$ cat src/rtl/pipeline_stall_ctrl_pkg.sv
// Shared types and defaults for the pipeline stall/flush controller.
// Holds the FSM encoding and the packed pipeline-control bundle.
package pipeline_stall_ctrl_pkg;

    localparam int CNT_W_DEF       = 32;
    localparam int MEM_TIMEOUT_DEF = 64;

    typedef enum logic [1:0] {
        ST_RUN  = 2'd0,
        ST_WAIT = 2'd1,
        ST_HALT = 2'd2
    } state_t;

    typedef struct packed {
        logic pc_we;
        logic if_id_we;
        logic if_id_flush;
        logic id_ex_we;
        logic id_ex_flush;
        logic ex_mem_we;
        logic mem_wb_flush;
        logic mem_wait;
    } ctrl_t;

endpackage

$ cat src/rtl/pipeline_stall_ctrl_sat_counter.sv
// Saturating event counter: +1 per cycle with inc high, sticks at all-ones.
// Count visible one cycle after the event; no backpressure.
module pipeline_stall_ctrl_sat_counter #(
    parameter int W = 32
)(
    input  logic         clk,
    input  logic         rst_n,
    input  logic         inc,
    output logic [W-1:0] count
);

    always_ff @(posedge clk or negedge rst_n) begin
        if (!rst_n) begin
            count <= '0;
        end else if (inc && (count != {W{1'b1}})) begin
            count <= count + W'(1);
        end
    end

endmodule

$ cat src/rtl/pipeline_stall_ctrl.sv
// Pipeline hazard/memory-wait controller: combinational priority decode of write enables and flushes.
// Zero-latency (Mealy) controls; a data-memory wait freezes the pipe and may time out into a sticky HALT.
module pipeline_stall_ctrl
    import pipeline_stall_ctrl_pkg::*;
#(
    parameter int MEM_TIMEOUT = MEM_TIMEOUT_DEF,
    parameter int CNT_W       = CNT_W_DEF
)(
    input  logic             clk,
    input  logic             rst_n,
    input  logic             load_use_hazard_in,
    input  logic             branch_taken_EX,
    input  logic             dmem_req_MEM,
    input  logic             dmem_ready,
    output logic             pc_write_en,
    output logic             IF_ID_write_en,
    output logic             IF_ID_flush,
    output logic             ID_EX_write_en,
    output logic             ID_EX_flush,
    output logic             EX_MEM_write_en,
    output logic             MEM_WB_flush,
    output logic             mem_wait_o,
    output logic             mem_timeout_err,
    output logic [CNT_W-1:0] stall_cycles,
    output logic [CNT_W-1:0] flush_events
);

    localparam int WCNT_W = (MEM_TIMEOUT < 1) ? 1 : $clog2(MEM_TIMEOUT + 1);
    localparam logic [WCNT_W:0] TMO = MEM_TIMEOUT[WCNT_W:0];

    state_t            state, state_nxt;
    logic [WCNT_W-1:0] wait_cnt, wait_cnt_nxt;
    logic [WCNT_W:0]   wait_inc;
    logic              err_q, err_nxt;
    logic              freeze, timeout_hit;
    logic              stall_inc, flush_inc;
    ctrl_t             ctrl;

    assign freeze      = dmem_req_MEM & ~dmem_ready;
    assign wait_inc    = {1'b0, wait_cnt} + {{WCNT_W{1'b0}}, 1'b1};
    assign timeout_hit = (MEM_TIMEOUT != 0) && (wait_inc >= TMO);

    always_ff @(posedge clk or negedge rst_n) begin
        if (!rst_n) begin
            state    <= ST_RUN;
            wait_cnt <= '0;
            err_q    <= 1'b0;
        end else begin
            state    <= state_nxt;
            wait_cnt <= wait_cnt_nxt;
            err_q    <= err_nxt;
        end
    end

    always_comb begin
        state_nxt    = state;
        wait_cnt_nxt = wait_cnt;
        err_nxt      = err_q;
        ctrl         = '0;
        stall_inc    = 1'b0;
        flush_inc    = 1'b0;
        if (state == ST_HALT) begin
            ctrl.mem_wait = 1'b1;
            stall_inc     = 1'b1;
        end else if (freeze) begin
            // Whole front end holds; MEM/WB takes bubbles until the access completes.
            ctrl.mem_wb_flush = 1'b1;
            ctrl.mem_wait     = 1'b1;
            stall_inc         = 1'b1;
            wait_cnt_nxt      = wait_inc[WCNT_W-1:0];
            if (state == ST_RUN) begin
                state_nxt = ST_WAIT;
            end else if (timeout_hit) begin
                state_nxt = ST_HALT;
                err_nxt   = 1'b1;
            end
        end else begin
            state_nxt    = ST_RUN;
            wait_cnt_nxt = '0;
            ctrl.pc_we     = 1'b1;
            ctrl.if_id_we  = 1'b1;
            ctrl.id_ex_we  = 1'b1;
            ctrl.ex_mem_we = 1'b1;
            if (branch_taken_EX) begin
                ctrl.if_id_flush = 1'b1;
                ctrl.id_ex_flush = 1'b1;
                flush_inc        = 1'b1;
            end else if (load_use_hazard_in) begin
                ctrl.pc_we       = 1'b0;
                ctrl.if_id_we    = 1'b0;
                ctrl.id_ex_flush = 1'b1;
                stall_inc        = 1'b1;
            end
        end
    end

    // Reset overrides every control combinationally, not just at the next edge.
    assign pc_write_en     = ctrl.pc_we        & rst_n;
    assign IF_ID_write_en  = ctrl.if_id_we     & rst_n;
    assign IF_ID_flush     = ctrl.if_id_flush  & rst_n;
    assign ID_EX_write_en  = ctrl.id_ex_we     & rst_n;
    assign ID_EX_flush     = ctrl.id_ex_flush  & rst_n;
    assign EX_MEM_write_en = ctrl.ex_mem_we    & rst_n;
    assign MEM_WB_flush    = ctrl.mem_wb_flush & rst_n;
    assign mem_wait_o      = ctrl.mem_wait     & rst_n;
    assign mem_timeout_err = err_q & rst_n;

    pipeline_stall_ctrl_sat_counter #(.W(CNT_W)) u_stall_cnt (
        .clk   (clk),
        .rst_n (rst_n),
        .inc   (stall_inc),
        .count (stall_cycles)
    );

    pipeline_stall_ctrl_sat_counter #(.W(CNT_W)) u_flush_cnt (
        .clk   (clk),
        .rst_n (rst_n),
        .inc   (flush_inc),
        .count (flush_events)
    );

endmodule

$ cat config.mk
export PLATFORM = sky130hd
export DESIGN_NAME = pipeline_stall_ctrl
export DESIGN_NICKNAME = d
export VERILOG_FILES = /design/src/rtl/pipeline_stall_ctrl_pkg.sv /design/src/rtl/pipeline_stall_ctrl_sat_counter.sv /design/src/rtl/pipeline_stall_ctrl.sv
export SDC_FILE = /design/constraint.sdc
export NUM_CORES = 1
export LEC_CHECK = 0
export CORE_MARGIN = 5
export CORE_UTILIZATION = 41
export DETAILED_ROUTE_END_ITERATION = 7
export DONT_BUFFER_PORTS = 1
export SLEW_MARGIN = 20
export SYNTH_ARGS = -nofsm -noshare
export SYNTH_HDL_FRONTEND = slang
export SYNTH_HIERARCHICAL = 1
export SYNTH_SLANG_ARGS = --single-unit
$ cat constraint.sdc
create_clock -name clk -period 5.41 [get_ports clk]
set_input_delay 0.541 -clock clk [delete_from_list [all_inputs] [get_ports clk]]
set_output_delay 0.541 -clock clk [all_outputs]
set_load 0.01 [all_outputs]
; ---- Yosys cells after proc, flatten, opt, wreduce, memory -nomap -nowiden
; Cells that the tools add are included.
[classes]
addsub = 3
n_lt_le_gt_ge = 1
eq_ne = 4
mux = 18
bitwise_logic = 13
reduce_logical = 5
[op_table]
columns = cell, count
row1 = 32-bit by 1-bit adder with 32-bit output (second input constant), 2
row2 = 32-bit inequality test (second input constant), 2
row3 = 7-bit two-way mux, 2
row4 = 2-bit two-way mux, 6
row5 = 1-bit AND, 10
row6 = 1-bit two-way mux, 9
row7 = 7-bit by 1-bit adder with 8-bit output (second input constant), 1
row8 = 8-bit by 7-bit greater-or-equal comparator with 1-bit output (second input constant), 1
row9 = 6-bit two-way mux, 1
row10 = 4-bit AND reduction, 1
row11 = 3-bit by 1-bit inequality test with 1-bit output (second input constant), 1
row12 = 1-bit inverter, 3
row13 = 2-bit equality test (second input constant), 1
row14 = 1-bit logical AND, 2
row15 = 2-bit logical NOT, 1
row16 = 2-bit AND reduction, 1
[totals]
ff_bits = 74

; ---- Depth between registers and ports, before layout
; Gate-level depths: netlist of the first run.
[logic_depth]
word_depth = 5
depth_mapped = 10

; ---- Modules after synthesis
; Netlist of the first run, hierarchy kept.
[by_module_without_submodules]
columns = mod, instances, cells_per_inst, area_each_um2, seq_area_each_um2
row1 = pipeline_stall_ctrl_sat_counter at u_stall_cnt, 1, 151, 1624.1, 800.8
row2 = pipeline_stall_ctrl_sat_counter at u_flush_cnt, 1, 140, 1522.7, 800.8
row3 = pipeline_stall_ctrl, 1, 68, 566.8, 250.2

; ---- Worst setup path after synthesis of the first run
; No wires, ideal clock.
[synth_path]
path_kind = register to register
start = reg u_flush_cnt.count[9]
end = reg u_flush_cnt.count[26]
setup_ps = 80
arrival_time_ps = 2144
required_ps = 5330
setup_slack_ps = 3186
path_stages_with_launch = 8
period_less_slack_ps = 2224
cell_sequence = dfrtp_1 -> clkbuf_1 -> nand4_1 -> or4_4 -> or3_1 -> buf_6 -> nor4_1 -> xnor2_1
[synth_between]
elab_chain_len = 2
word_cells_on_any_way = 3
[synth_rtl]
columns = item, line
row1 = start: declaration, pipeline_stall_ctrl_sat_counter.sv:9  ; output logic [W-1:0] count
row2 = start signal: assignment, pipeline_stall_ctrl_sat_counter.sv:16  ; count <= count + W'(1);
row3 = branches (longest 2 deep; another with 32-bit by 1-bit adder with 32-bit output), n/a
; Several ways; the timed one is not identified.
; A chain may end at the register's enable or synchronous reset.

; ---- Final worst setup path of the first run
[layout_path]
start = reg state[0]
end = reg u_stall_cnt.count[29]
[layout_between]
elab_chain_len = 3
[layout_rtl]
columns = item, line
row1 = start: declaration, pipeline_stall_ctrl.sv:31  ; state_t state, state_nxt;
row2 = start signal: assignment, pipeline_stall_ctrl.sv:49  ; state <= state_nxt;
row3 = 2-bit equality test, pipeline_stall_ctrl.sv:62  ; if (state == ST_HALT) begin
row4 = 1-bit two-way mux, pipeline_stall_ctrl.sv:62
row5 = via stall_inc, pipeline_stall_ctrl.sv:36  ; logic stall_inc, flush_inc;
row6 = 1-bit logical AND, pipeline_stall_ctrl_sat_counter.sv:15  ; end else if (inc && (count != {W{1'b1}})) begin
row7 = end signal: assignment, pipeline_stall_ctrl_sat_counter.sv:16
row8 = end: declaration, pipeline_stall_ctrl_sat_counter.sv:9
; The timed path passes the listed nets, and every way through them passes these cells.

==> metrics.cfg, run 1 <==
[setup_path]
worstReg2RegEnd = u_stall_cnt/count[29]$_DFFE_PN0P_
worstPathArrival_ns = 3.17
slowest_delay_ns = 0.56
crit_path_end = u_stall_cnt/count[29]$_DFFE_PN0P_
path_cells = nor2b_1, nor2_1, o21ai_0, and3_1, nor2b_1, nand4_1, nor4_2, xor2_1
cpMostUsedCell = nor2b_1
cp_max_fo = 12
timing.rr.start = state[0]$_DFFE_PN0P_
crit_start = state[0]$_DFFE_PN0P_
worst-r2r-cell-count = 8
worst_path_dominant_cell_family = simple AND/OR/NAND/NOR gates
cp.buffers_inverters = 0
cp-end-kind = register
start_kind = register
path_depth = 8
crit_type = reg2reg
crit_required_ns = 5.66
cpMaxStageDelayCell = nor2b_1
rrSetupSlack_ns = 2.49

[final_layout]
fillCellCount = 854
nNetsFinal = 372
final_common_cell = dfrtp_1
final_cell_mix = dfrtp_1 (74), xnor2_1 (43), nand2_1 (33)
diodes = 0
drive_above_1_share_pct = 8.45
syn_to_final_growth_pct = 7.92
post-route-cell-area_um2 = 4010

[sta]
slew_viol_final = 0
fin_setup_tns_ns = 0
finClkSkew_ns = 0.0113
fin_ws_ns = 2.49
setup_viol = 0
maxSlewHeadroom_pct = 33.0
finalHoldViolCount = 0
fmax_ghz = 0.343
period_share_pct = 53.9
worst_slew_pin_slew_ns = 0.996
period_minus_slack_ns = 2.92
rsz0062_at_grt = false
timing.hold.ws_ns = 0.0857

[synthesis]
yosys.area.top_type = dfrtp_1
synth_top_flop_cell = dfrtp_1
ys_ff_latch = 74
synth-edff-count = 0
synth_fa_ha_area_share_pct = 1.01
synth-xor-area-share_pct = 13.9
ys_warn_count = 6
synth_nets = 368
synth.yosys.seq_area_share_pct = 49.9
syn-cell-area_um2 = 3710
synthSimpleGateAreaFrac_pct = 25.7
ys_async_sr_fraction_pct = 100
synthTopCellsByArea = dfrtp_1 (50%), xnor2_1 (10%), nand4_1 (5.1%)
yosysTopAreaCellShare_pct = 49.9
muxShareOfSynthArea_pct = 0.910
synthCells = 359
avgSynthCellArea_um2 = 10.3
ys_types = 48
synth_compound_area_share_pct = 6.37
synth_top_family_by_area = simple AND/OR/NAND/NOR gates

[global_route]
grt_pass1_wl_um = 13600
grt-ovfl-total = 0
grt_antenna_before_repair = 0
grt_pass1_vias = 2598
grt_max_degree = 75
grtUsageTotal_pct = 14.9

[drt]
drc_errors = 0
postRouteAntennaNets = 0
firstDrtPassIters = 4
avgRoutedWirePerCell_um = 17.3
vias_per_cell = 5.70
drt_iter0_drc = 112
drt-total-wl_um = 8230
route.vias.total = 2707

[power_and_ir_drop]
total_power_w = 0.00126
p_leak_nw = 1.71
powerDensity_nw_per_um2 = 315
vdd_drop_max_v = 0.000147

[job]
cap_violations = 0

[worst_hold_path]
hold_class = in2async

[cts]
cts_sinks = 74
numCtsBuffers = 9
cts_max_level = 3
clk-insertion-delay-late_ns = 0.33
cts-resized-gates = 0
cts_setup_buffers = 0
cts_tree = built
clk_pin_slew_ns = 0.08
root_buffer = clkbuf_8
clock_path_buffers = 2

[die]
core_area_um2 = 8760
dieArea_um2 = 11100
die_h_um = 105
initial_utilization_pct = 42.4
die_width_um = 105
row_count = 34
pin_count = 79

[placement]
placed_cell_area_um2 = 3790
port-buffer-count = 0
hpwlAfterDp_um = 5870
dp_slack_ns = 2.52
globalplace.congestion = 0.835

[status]
outcome = completed

==> worst register-to-register path: cells and delay by family (launching register included) <==
| family | cells | cell delay (ns) |
|---|---|---|
| and+or+nand+nor | 6 | 1.92 |
| DFF | 1 | 0.39 |
| AOI/OAI and AO/OA | 1 | 0.37 |
| xor gates and xnor gates | 1 | 0.17 |
==> cells by family (layout without fill, tap and decap cells) <==
kind of cell,count (synthesis),in the layout
and+or+nand+nor,169,169
DFF,74,74
xor gates and xnor gates,59,59
AOI/OAI and AO/OA,35,35
buffers and inverters,16,24
adders and majority gates,3,3
muxes,3,3
==> power by group <==
| group | internal (W) | switching (W) | leakage, nW |
|---|---|---|---|
| Combinational | 0.0000605 | 0.0000772 | 0.621 |
| Clock | 0.000222 | 0.000191 | 0.0962 |
| Sequential | 0.000601 | 0.000110 | 0.992 |
==> Yosys cell counts (all sizes together) (4+ instances only) <==
cell type,count
dfrtp,74
xnor2,43
nand2,34
nand4,32
nand3,29
nor2,26
xor2,16
a21oi,10
nor4,10
o21ai,10
nor3,9
and4,8
inv,8
and3,5
buf,5
and2,4
nor2b,4
==> state kept, by name (all words and copies together) (netlist names) <==
| name | cells |
|---|---|
| u_flush_cnt/count | 32 |
| u_stall_cnt/count | 32 |
| wait_cnt | 7 |
| state | 2 |
| err_q | 1 |
==> final cells by class <==
| class | instances | area [um2] | share of cell area (%) |
|---|---|---|---|
| sequential | 74 | 1850 | 46.2 |
| clock buffer | 12 | 145 | 3.62 |
| timing repair buffer | 1 | 27.5 | 0.687 |
| clock inverter | 3 | 40.0 | 0.999 |
| tap | 108 | 135 | 3.37 |
| inverter | 8 | 30.0 | 0.749 |
| multi-input combinational | 269 | 1780 | 44.4 |
==> through the flow <==
step	std cells	utilization, %
floorplan	359	-
global placement	459	43.3
detailed placement	459	43.3
CTS	475	45.7
global route	475	45.7
finish	475	45.7
==> how the worst min path moves through the flow <==
stage	end	slack (ns)
after detailed placement	wait_cnt[3]$_DFFE_PN0N_	0.25
after CTS	u_flush_cnt/count[29]$_DFFE_PN0P_	0.1
final	u_flush_cnt/count[29]$_DFFE_PN0P_	0.09
after global routing	u_flush_cnt/count[29]$_DFFE_PN0P_	0.09
after global placement	u_flush_cnt/count[29]$_DFFE_PN0P_	0.25
after floorplan	err_q$_DFFE_PN0P_	0.25
==> routing by layer <==
metal / wire length (um) / up-vias / track usage (%)
met5: 0 / - / 0
met4: 91 / 0 / 5.30
met3: 572 / 8 / 5.30
met2: 3740 / 64 / 22.0
met1: 3830 / 1335 / 20.3
li1: - / 1300 / -
==> repair_timing <==
| action | CTS | global route |
|---|---|---|
| hold buffers | 1 | 0 |
| endpoints found under the hold margin | 74 | 0 |
| endpoints found under the setup margin | 0 | 0 |
(Power assumes the default switching activity.)
==> inputs of run 2 (changes only) <==
Clock period 5.41 ns to 2.7 ns, I/O delays scaled along.
==> metrics.cfg, run 2 (synthesis gave the netlist of run 1 again) <==
[job]
cap_violations = 0  ; unchanged

[sta]
period_share_pct = 87.9  ; +34 points
fin_setup_tns_ns = 0  ; unchanged
period_minus_slack_ns = 2.37  ; -0.543 ns
fmax_ghz = 0.421  ; +23%
finClkSkew_ns = 0.00916  ; -0.00213 ns
rsz0062_at_grt = false
maxSlewHeadroom_pct = 60.7  ; +28 points
finalHoldViolCount = 0  ; unchanged
worst_slew_pin_slew_ns = 0.584  ; -0.411 ns
slew_viol_final = 0  ; unchanged
setup_viol = 0  ; unchanged

[placement]
hpwlAfterDp_um = 5900  ; +0.61%
port-buffer-count = 0  ; unchanged
globalplace.congestion = 0.806  ; -3.4%

[drt]
dr_wl_met2_um = 3670  ; -1.9%
avgRoutedWirePerCell_um = 17.0  ; -1.9%
wl_met1_um = 3850  ; +0.73%
drt-total-wl_um = 8270  ; +0.41%
top_layer = met4
drc_errors = 0  ; unchanged
route.vias.total = 2757  ; +1.8%
postRouteAntennaNets = 0  ; unchanged
drt_iter0_drc = 85  ; -24%
wl_met3_um = 592  ; +3.5%
firstDrtPassIters = 5  ; +1
vias_per_cell = 5.67  ; -0.46%

[die]
dieArea_um2 = 11100  ; unchanged
core_area_um2 = 8760  ; unchanged
die_width_um = 105  ; unchanged
initial_utilization_pct = 42.4  ; unchanged
pin_count = 79  ; unchanged
row_count = 34  ; unchanged
die_h_um = 105  ; unchanged

[global_route]
grt_max_degree = 75  ; unchanged
grt_pass1_vias = 2546  ; -2.0%
grtUsageTotal_pct = 15.1  ; +0.17 points
grt_antenna_before_repair = 0  ; unchanged
grt_pass1_wl_um = 13600  ; +0.36%
grt-ovfl-total = 0  ; unchanged

[setup_path]
start_kind = register
slowest_delay_ns = 0.58  ; +0.02 ns
crit_type = reg2reg
cp_max_fo = 7  ; -5
crit_required_ns = 2.97  ; -2.69 ns
cp-end-kind = register
path_cells = nand4_2, or4_4, or3_1, nor4_1, xnor2_1
cpMaxStageDelayCell = or4_4
worstPathArrival_ns = 2.65  ; -0.52 ns

[power_and_ir_drop]
p_leak_nw = 1.75  ; +2.7%
vdd_drop_max_v = 0.000346  ; +140%
total_power_w = 0.00252  ; +100%
powerDensity_nw_per_um2 = 619  ; +97%

[cts]
clk-insertion-delay-late_ns = 0.35  ; +0.02 ns
root_buffer = clkbuf_8
numCtsBuffers = 9  ; unchanged
cts_max_level = 3  ; unchanged
clk_pin_slew_ns = 0.08  ; about the same
cts_sinks = 74  ; unchanged
cts_tree = built
clock_path_buffers = 2  ; unchanged

[final_layout]
drive_above_1_share_pct = 10.3  ; +1.9 points
final_cell_mix = dfrtp_1 (74), xnor2_1 (43), nand2_1 (33)
top_regs = u_flush_cnt/count: 32 flops, u_stall_cnt/count: 32 flops, wait_cnt: 7 flops
final_common_cell = dfrtp_1
fillCellCount = 835  ; -2.2%
syn_to_final_growth_pct = 9.84
diodes = 0  ; unchanged
nNetsFinal = 382  ; +2.7%

[status]
outcome = completed

[worst_hold_path]
hold_class = in2reg

run 2: cell types whose count changed in the layout (fill, tap and decap cells not counted):
cell           change
buf_4              +9
clkbuf_1           +2
clkbuf_8           -1
dlygate4sd3_1      +1
run 2: stage by stage:
step	util [%]	cell area (um2)	cells	hold WS, ns	worst slack (ns)
2_1_floorplan	-	3710	359	-0.0256	0.476
3_3_place_gp	44.1	3860	468	-0.0229	0.387
3_5_place_dp	44.1	3860	468	-0.0221	0.348
4_1_cts	46.5	4080	486	0.188	0.331
5_1_grt	46.5	4080	486	0.213	0.146
6_report	46.5	4080	486	0.207	0.327
run 2: path summary, 6_finish.rpt:
kind,endpoint,cells past startpoint,slack [ns],start
worst max-delay path,u_flush_cnt/count[26]$_DFFE_PN0P_,5,0.33,u_flush_cnt/count[4]$_DFFE_PN0P_
worst min-delay path,state[0]$_DFFE_PN0P_,3,0.21,dmem_ready
worst max register to register,u_flush_cnt/count[26]$_DFFE_PN0P_,5,0.33,u_flush_cnt/count[4]$_DFFE_PN0P_
worst min register to register,err_q$_DFFE_PN0P_,1,0.46,err_q$_DFFE_PN0P_
max in group asynchronous,u_stall_cnt/count[6]$_DFFE_PN0P_,2,1.90,rst_n
min in group asynchronous,wait_cnt[1]$_DFFE_PN0N_,2,0.52,rst_n
run 2: cell type report:
type | instances | area [um2] | share of cell area (%)
Clock inverter | 3 | 40.0 | 0.982
Inverter | 8 | 30.0 | 0.736
Multi-Input combinational cell | 269 | 1780 | 43.6
Tap cell | 108 | 135 | 3.31
Timing Repair Buffer | 11 | 105 | 2.58
Clock buffer | 13 | 139 | 3.40
Sequential cell | 74 | 1850 | 45.4
run 2: critical path, delay by kind of cell (launching register included):
family        cells  cell delay [ns]
simple gates      4             1.65
xor+xnor          1             0.15
flops             1             0.50
run 2: repair_timing:
| item | in CTS | in global routing |
|---|---|---|
| endpoints found under the hold margin | 74 | 0 |
| hold buffers | 2 | 0 |
| setup endpoints to repair | 0 | 0 |
| setup buffers | 0 | 0 |
| resized for setup | 0 | 0 |
run 2: where the power goes:
part	leakage, nW	switching, W	total [W]	internal, W
registers	0.992	0.000217	0.00142	0.00120
clock network	0.0914	0.000392	0.000818	0.000426
logic	0.672	0.000159	0.000286	0.000127
total	1.75	0.000768	0.00252	0.00176
run 2: routing by layer:
| metal | track usage, % | up-vias |
|---|---|---|
| li1 | - | 1319 |
| met1 | 20.8 | 1343 |
| met2 | 21.9 | 85 |
| met3 | 4.56 | 10 |
| met4 | 6.76 | 0 |
| met5 | 0 | - |
